## src/rtl/shift_add_pkg.sv

```systemverilog
// Shared types and constants for the 4x4 shift-and-add multiplier.
// Holds the FSM state encoding and the product-assembly helper.
package shift_add_pkg;

  localparam int OP_W   = 4;
  localparam int PROD_W = 8;
  localparam int N_ITER = 4;

  localparam logic [1:0] LAST_ITER = 2'(N_ITER - 1);

  typedef enum logic [1:0] {
    IDLE = 2'd0,
    CALC = 2'd1,
    DONE = 2'd2
  } state_e;

  // Adder carry and sum become the new upper half; the multiplier shifts right underneath.
  function automatic logic [PROD_W-1:0] shift_in(input logic            cout,
                                                 input logic [OP_W-1:0] sum,
                                                 input logic [OP_W-1:0] q);
    return {cout, sum, q[OP_W-1:1]};
  endfunction

endpackage

```

## src/rtl/parallel_adder_4bit.sv

```systemverilog
// 4-bit ripple-carry parallel adder: s/c_out = a + b + c_in.
// Shared adder stage consumed by the shift-and-add multiplier.
module parallel_adder_4bit (
  input  logic [3:0] a,
  input  logic [3:0] b,
  input  logic       c_in,
  output logic [3:0] s,
  output logic       c_out
);

  logic [4:0] carry_s;

  // Ripple the carry through four full-adder cells.
  always_comb begin
    carry_s    = 5'b0_0000;
    carry_s[0] = c_in;
    s          = 4'b0000;
    for (int i = 0; i < 4; i++) begin
      s[i]         = a[i] ^ b[i] ^ carry_s[i];
      carry_s[i+1] = (a[i] & b[i]) | (carry_s[i] & (a[i] ^ b[i]));
    end
    c_out = carry_s[4];
  end

endmodule

```

## src/rtl/shift_add_mult_4bit.sv

```systemverilog
// Sequential 4x4 unsigned shift-and-add multiplier with valid/ready handshakes.
// One partial product per cycle through a single parallel_adder_4bit; 4 iterations.
module shift_add_mult_4bit
  import shift_add_pkg::*;
(
  input  logic                 clk,
  input  logic                 rst_n,
  input  logic                 in_valid,
  output logic                 in_ready,
  input  logic [OP_W-1:0]      a,
  input  logic [OP_W-1:0]      b,
  output logic                 out_valid,
  input  logic                 out_ready,
  output logic [PROD_W-1:0]    p,
  output logic                 busy
);

  state_e              state_q, state_d;
  logic [OP_W-1:0]     m_q, m_d;
  logic [OP_W-1:0]     acc_q, acc_d;
  logic [OP_W-1:0]     q_q, q_d;
  logic [1:0]          cnt_q, cnt_d;
  logic [PROD_W-1:0]   p_q, p_d;

  logic [OP_W-1:0]     add_b_s;
  logic [OP_W-1:0]     sum_s;
  logic                cout_s;
  logic [PROD_W-1:0]   step_s;

  assign add_b_s = q_q[0] ? m_q : 4'b0000;

  parallel_adder_4bit u_adder (
    .a     (acc_q),
    .b     (add_b_s),
    .c_in  (1'b0),
    .s     (sum_s),
    .c_out (cout_s)
  );

  assign step_s = shift_in(cout_s, sum_s, q_q);

  // Next-state and datapath update; DONE with both handshakes reloads straight into CALC.
  always_comb begin
    state_d  = state_q;
    m_d      = m_q;
    acc_d    = acc_q;
    q_d      = q_q;
    cnt_d    = cnt_q;
    p_d      = p_q;
    in_ready = 1'b0;
    case (state_q)
      IDLE: begin
        in_ready = 1'b1;
        if (in_valid) begin
          m_d     = a;
          q_d     = b;
          acc_d   = 4'b0000;
          cnt_d   = 2'd0;
          state_d = CALC;
        end else begin
          state_d = IDLE;
        end
      end
      CALC: begin
        {acc_d, q_d} = step_s;
        cnt_d        = cnt_q + 2'd1;
        if (cnt_q == LAST_ITER) begin
          p_d     = step_s;
          state_d = DONE;
        end else begin
          state_d = CALC;
        end
      end
      DONE: begin
        in_ready = out_ready;
        if (out_ready && in_valid) begin
          m_d     = a;
          q_d     = b;
          acc_d   = 4'b0000;
          cnt_d   = 2'd0;
          state_d = CALC;
        end else if (out_ready) begin
          state_d = IDLE;
        end else begin
          state_d = DONE;
        end
      end
      default: begin
        state_d = IDLE;
      end
    endcase
  end

  // State and datapath registers; reset discards any in-flight operation.
  always_ff @(posedge clk or negedge rst_n) begin
    if (!rst_n) begin
      state_q <= IDLE;
      m_q     <= 4'b0000;
      acc_q   <= 4'b0000;
      q_q     <= 4'b0000;
      cnt_q   <= 2'd0;
      p_q     <= 8'h00;
    end else begin
      state_q <= state_d;
      m_q     <= m_d;
      acc_q   <= acc_d;
      q_q     <= q_d;
      cnt_q   <= cnt_d;
      p_q     <= p_d;
    end
  end

  assign out_valid = (state_q == DONE);
  assign busy      = (state_q == CALC);
  assign p         = p_q;

endmodule

```

## config.mk

```make
export PLATFORM = sky130hd
export DESIGN_NAME = shift_add_mult_4bit
export DESIGN_NICKNAME = d
export VERILOG_FILES = /design/src/rtl/shift_add_pkg.sv /design/src/rtl/parallel_adder_4bit.sv /design/src/rtl/shift_add_mult_4bit.sv
export SDC_FILE = /design/constraint.sdc
export NUM_CORES = 1
export LEC_CHECK = 0
export CORE_UTILIZATION = 51
export CTS_BUF_LIST = sky130_fd_sc_hd__clkbuf_2 sky130_fd_sc_hd__clkbuf_4 sky130_fd_sc_hd__clkbuf_8
export DETAILED_ROUTE_END_ITERATION = 10
export MAX_ROUTING_LAYER = met4
export PLACE_DENSITY = 0.86
export SLEW_MARGIN = 10
export SYNTH_ARGS = -nofsm -noshare
export SYNTH_HDL_FRONTEND = slang
export SYNTH_SLANG_ARGS = --single-unit
export TNS_END_PERCENT = 30
```

## constraint.sdc

```tcl
create_clock -name clk -period 2.5 [get_ports clk]
set_input_delay 0.25 -clock clk [delete_from_list [all_inputs] [get_ports clk]]
set_output_delay 0.25 -clock clk [all_outputs]
set_load 0.01 [all_outputs]
```

==> run summary <==
number of cells produced by synthesis: 83
clock buffer depth: 2
fin crit period: 2.320 ns
post-synthesis sequential element count: 24
Crit Path Class: register to register
clk sink count: 24
io pins: 23
buffer count from post-CTS setup fixing: 0
fin. max-slew vios: 0
DRC violation count after routing: 0
buffer cell driving the clock tree root: sky130_fd_sc_hd__clkbuf_4
initial core utilization: 54.61%
hold_buf cts: 0
die boundary height: 48.07 µm
number of DRC markers in iteration 0: 4
final setup vio count: 0
Clock Latency Late Sink: 0.31 ns
wire length of the first global-routing pass: 3008 µm
setup slack after placement: 0.2491 ns
warning count from the yosys run: 0
synthesized cell area: 1082 µm²
fillers: 141
number of placement rows: 16
sequential-to-total area share from yosys stat: 55.49%
type of element launching the critical path: register
share of synthesized cell area in full adder, half adder and majority cells: 7.861%
overflow left after global routing: 0
clock group share of total power: 15.3%
switching power total: 608.7 µW
placer's final routability congestion estimate: 0.8317
antenna violations before repair: 0
post-DR wirelength/cell: 14.96 µm
clock tree from TritonCTS: yes
Final ANT Viol Nets: 0
detail-routed via count per cell: 5.265
combinational family with the most area after synthesis: multiplexers
slew at the pin with the worst max-slew slack: 0.4956 ns
combinational share of power: 45.9%
width of the chip: 48.07 µm
Total Nets Final: 127
mux cell area share after synthesis: 16.65%
portion of the clock cycle consumed by the worst path in the final layout: 92.80%
number of nets produced by synthesis: 100
core area: 1982 µm²
worst ir drop on vdd: 744.5 µV
post-synthesis cell type count: 24
Sw Share: 33.93%
Leak Pwr: 0.0005967 µW
Synth-to-Final Area Change: 28.55%
met3 wire length: 101 µm
Setup WS post-layout: 0.1799 ns
largest driver fanout on the critical path: 5
internal power: 1185 µW
arrival time of data at the critical path endpoint: 2.50 ns
overall routing resource usage: 21.21%
share of final-layout standard cells stronger than drive strength 1: 19.27%
result of the run: complete, no violations
Antenna diodes: 0
Inserted Clock Buffers: 3
max cap viols: 0
synthesized area per cell: 13.04 µm²
final hold violation count: 0
compound-gate portion of the synthesized area: 10.29%
floorplan die area: 2310 µm²
final routed wirelength across all metal layers: 2035 µm
PortBufs: 22
post-synthesis simple-gate area fraction: 6.821%
pin count of the biggest net entering global routing: 25
metal1 wirelength: 857 µm
CP required: 2.68 ns
part of the total power dissipated in sequential elements: 38.9%
setup skew after layout: 0.005492 ns
Power Density: 1289 nW/µm²
highest metal layer with signal wires: met4
Max Clk Rate: 431.0 MHz
clock slew seen by the registers of the worst setup and hold paths: 0.12 ns
Synth Area in XOR/XNOR: 0%
unrepaired setup endpoints after global routing: false
Pre-antenna DRT Iters: 4
path type of the worst min-delay path: primary input to asynchronous set/reset pin
TNS Setup: 0 ns
kind of end point of the critical path: register
Met2 Wirelength: 1009 µm
via count: 716
H-Tree Depth: 1
total power consumption of the routed design: 1794 µW
number of instances resized during post-cts repair: 0
dpl hpwl: 1418 µm
number of global-route vias before repair: 658
relative slew slack: 66.86%
[path summary, 6_finish.rpt]
check / cells past startpoint / startpoint / end / slack, ns
worst max-delay path: 7 / q_q[0] / acc_q[2] / 0.18
worst min-delay path: 2 / rst_n / q_q[1] / 0.27
worst max register to register: 7 / q_q[0] / acc_q[2] / 0.18
worst min register to register: 1 / cnt_q[0] / cnt_q[0] / 0.49
max in group asynchronous: 2 / rst_n / m_q[3] / 2.00
min in group clk: 1 / cnt_q[0] / cnt_q[0] / 0.49
[worst max-delay path, cell delays in order, from the launching register on]
cell and delay [ns]:
sky130_fd_sc_hd__dfrtp_1 0.44, sky130_fd_sc_hd__and2_1 0.15, sky130_fd_sc_hd__ha_1 0.13, sky130_fd_sc_hd__inv_1 0.05, sky130_fd_sc_hd__fa_1 0.38, sky130_fd_sc_hd__fa_1 0.42
sky130_fd_sc_hd__fa_1 0.52, sky130_fd_sc_hd__o22ai_1 0.10
[layout by cell type, fill, tap and decap left out]
| master | count |
|---|---|
| sky130_fd_sc_hd__a211oi_2 | 1 |
| sky130_fd_sc_hd__a21oi_2 | 1 |
| sky130_fd_sc_hd__a21o_1 | 1 |
| sky130_fd_sc_hd__nor2b_1 | 1 |
| sky130_fd_sc_hd__nand2b_1 | 1 |
| sky130_fd_sc_hd__nand2_1 | 7 |
| sky130_fd_sc_hd__nand3b_1 | 1 |
| sky130_fd_sc_hd__o2bb2ai_1 | 1 |
| sky130_fd_sc_hd__dfrtp_1 | 24 |
| sky130_fd_sc_hd__nand2b_4 | 1 |
| sky130_fd_sc_hd__inv_1 | 6 |
| sky130_fd_sc_hd__clkdlybuf4s50_1 | 22 |
| sky130_fd_sc_hd__inv_2 | 1 |
| sky130_fd_sc_hd__fa_1 | 3 |
| sky130_fd_sc_hd__nor2_1 | 2 |
| sky130_fd_sc_hd__buf_4 | 1 |
| sky130_fd_sc_hd__mux2_2 | 12 |
| sky130_fd_sc_hd__ha_1 | 2 |
| sky130_fd_sc_hd__o21ai_0 | 4 |
| sky130_fd_sc_hd__bufinv_16 | 1 |
| sky130_fd_sc_hd__mux2_1 | 4 |
| sky130_fd_sc_hd__o22ai_1 | 3 |
| sky130_fd_sc_hd__a21oi_1 | 2 |
| sky130_fd_sc_hd__a22o_1 | 2 |
| sky130_fd_sc_hd__clkbuf_4 | 3 |
| sky130_fd_sc_hd__o21bai_1 | 1 |
| sky130_fd_sc_hd__and2_1 | 1 |
[cell families (layout without fill, tap and decap cells)]
kind of cell	after synthesis	in the layout
AOI/OAI and AO/OA	16	16
muxes	16	16
and+or+nand+nor	14	14
buffers and inverters	8	34
DFF	24	24
adders and majority gates	5	5
[layer usage]
layer | vias up | GRT usage (%)
met4 | 0 | 10.00
met2 | 19 | 32.97
met1 | 354 | 25.12
li1 | 335 | -
met5 | - | -
met3 | 8 | 6.415
[power by group through the flow]
stage / clock network, µW / logic, µW / registers [µW]
2_1_floorplan: 0 / 494 / 704
3_3_place_gp: 0 / 787 / 694
3_5_place_dp: 0 / 811 / 705
4_1_cts: 281 / 830 / 698
5_1_grt: 293 / 914 / 719
6_report: 274 / 823 / 697
[Yosys cell counts (all sizes together)]
cell type	count	area [µm²]
and2	1	6.260
a21oi	3	18.77
buf	1	5.000
nand3b	1	7.510
fa	3	60.06
a21o	1	7.510
nor2	2	7.510
o22ai	3	18.77
a22o	2	17.52
o21ai	4	20.02
a211oi	1	12.51
o2bb2ai	1	8.760
nand2	7	26.28
dfrtp	24	600.6
inv	7	26.27
o21bai	1	7.510
ha	2	25.02
mux2	16	180.2
nand2b	2	20.02
nor2b	1	6.260
[metrics by stage]
| stage | std cells | hold WS (ns) | utilization, % | cell area [µm²] |
|---|---|---|---|---|
| final | 136 | 0.2727 | 70.20 | 1391 |
| after global routing | 136 | 0.2955 | 70.20 | 1391 |
| after CTS | 136 | 0.2707 | 70.20 | 1391 |
| after detailed placement | 132 | 0.4690 | 67.55 | 1339 |
| after global placement | 132 | 0.4567 | 67.55 | 1339 |
| after floorplan | 83 | -0.04559 | - | 1082 |
[final cells by class]
class / instances / area (µm²) / share of cell area (%)
Inverter: 7 / 26.28 / 1.888
Clock buffer: 3 / 22.52 / 1.619
Multi-Input combinational cell: 51 / 450.4 / 32.37
Tap cell: 27 / 33.78 / 2.428
Sequential cell: 24 / 600.6 / 43.17
Clock inverter: 1 / 30.03 / 2.158
Timing Repair Buffer: 23 / 227.7 / 16.37
[registers in the layout, indices dropped and copies added (netlist names)]
register / flops
acc_q: 4
state_q: 2
cnt_q: 2
q_q: 4
m_q: 4
p: 8
Power figures use the tool's default switching activity.
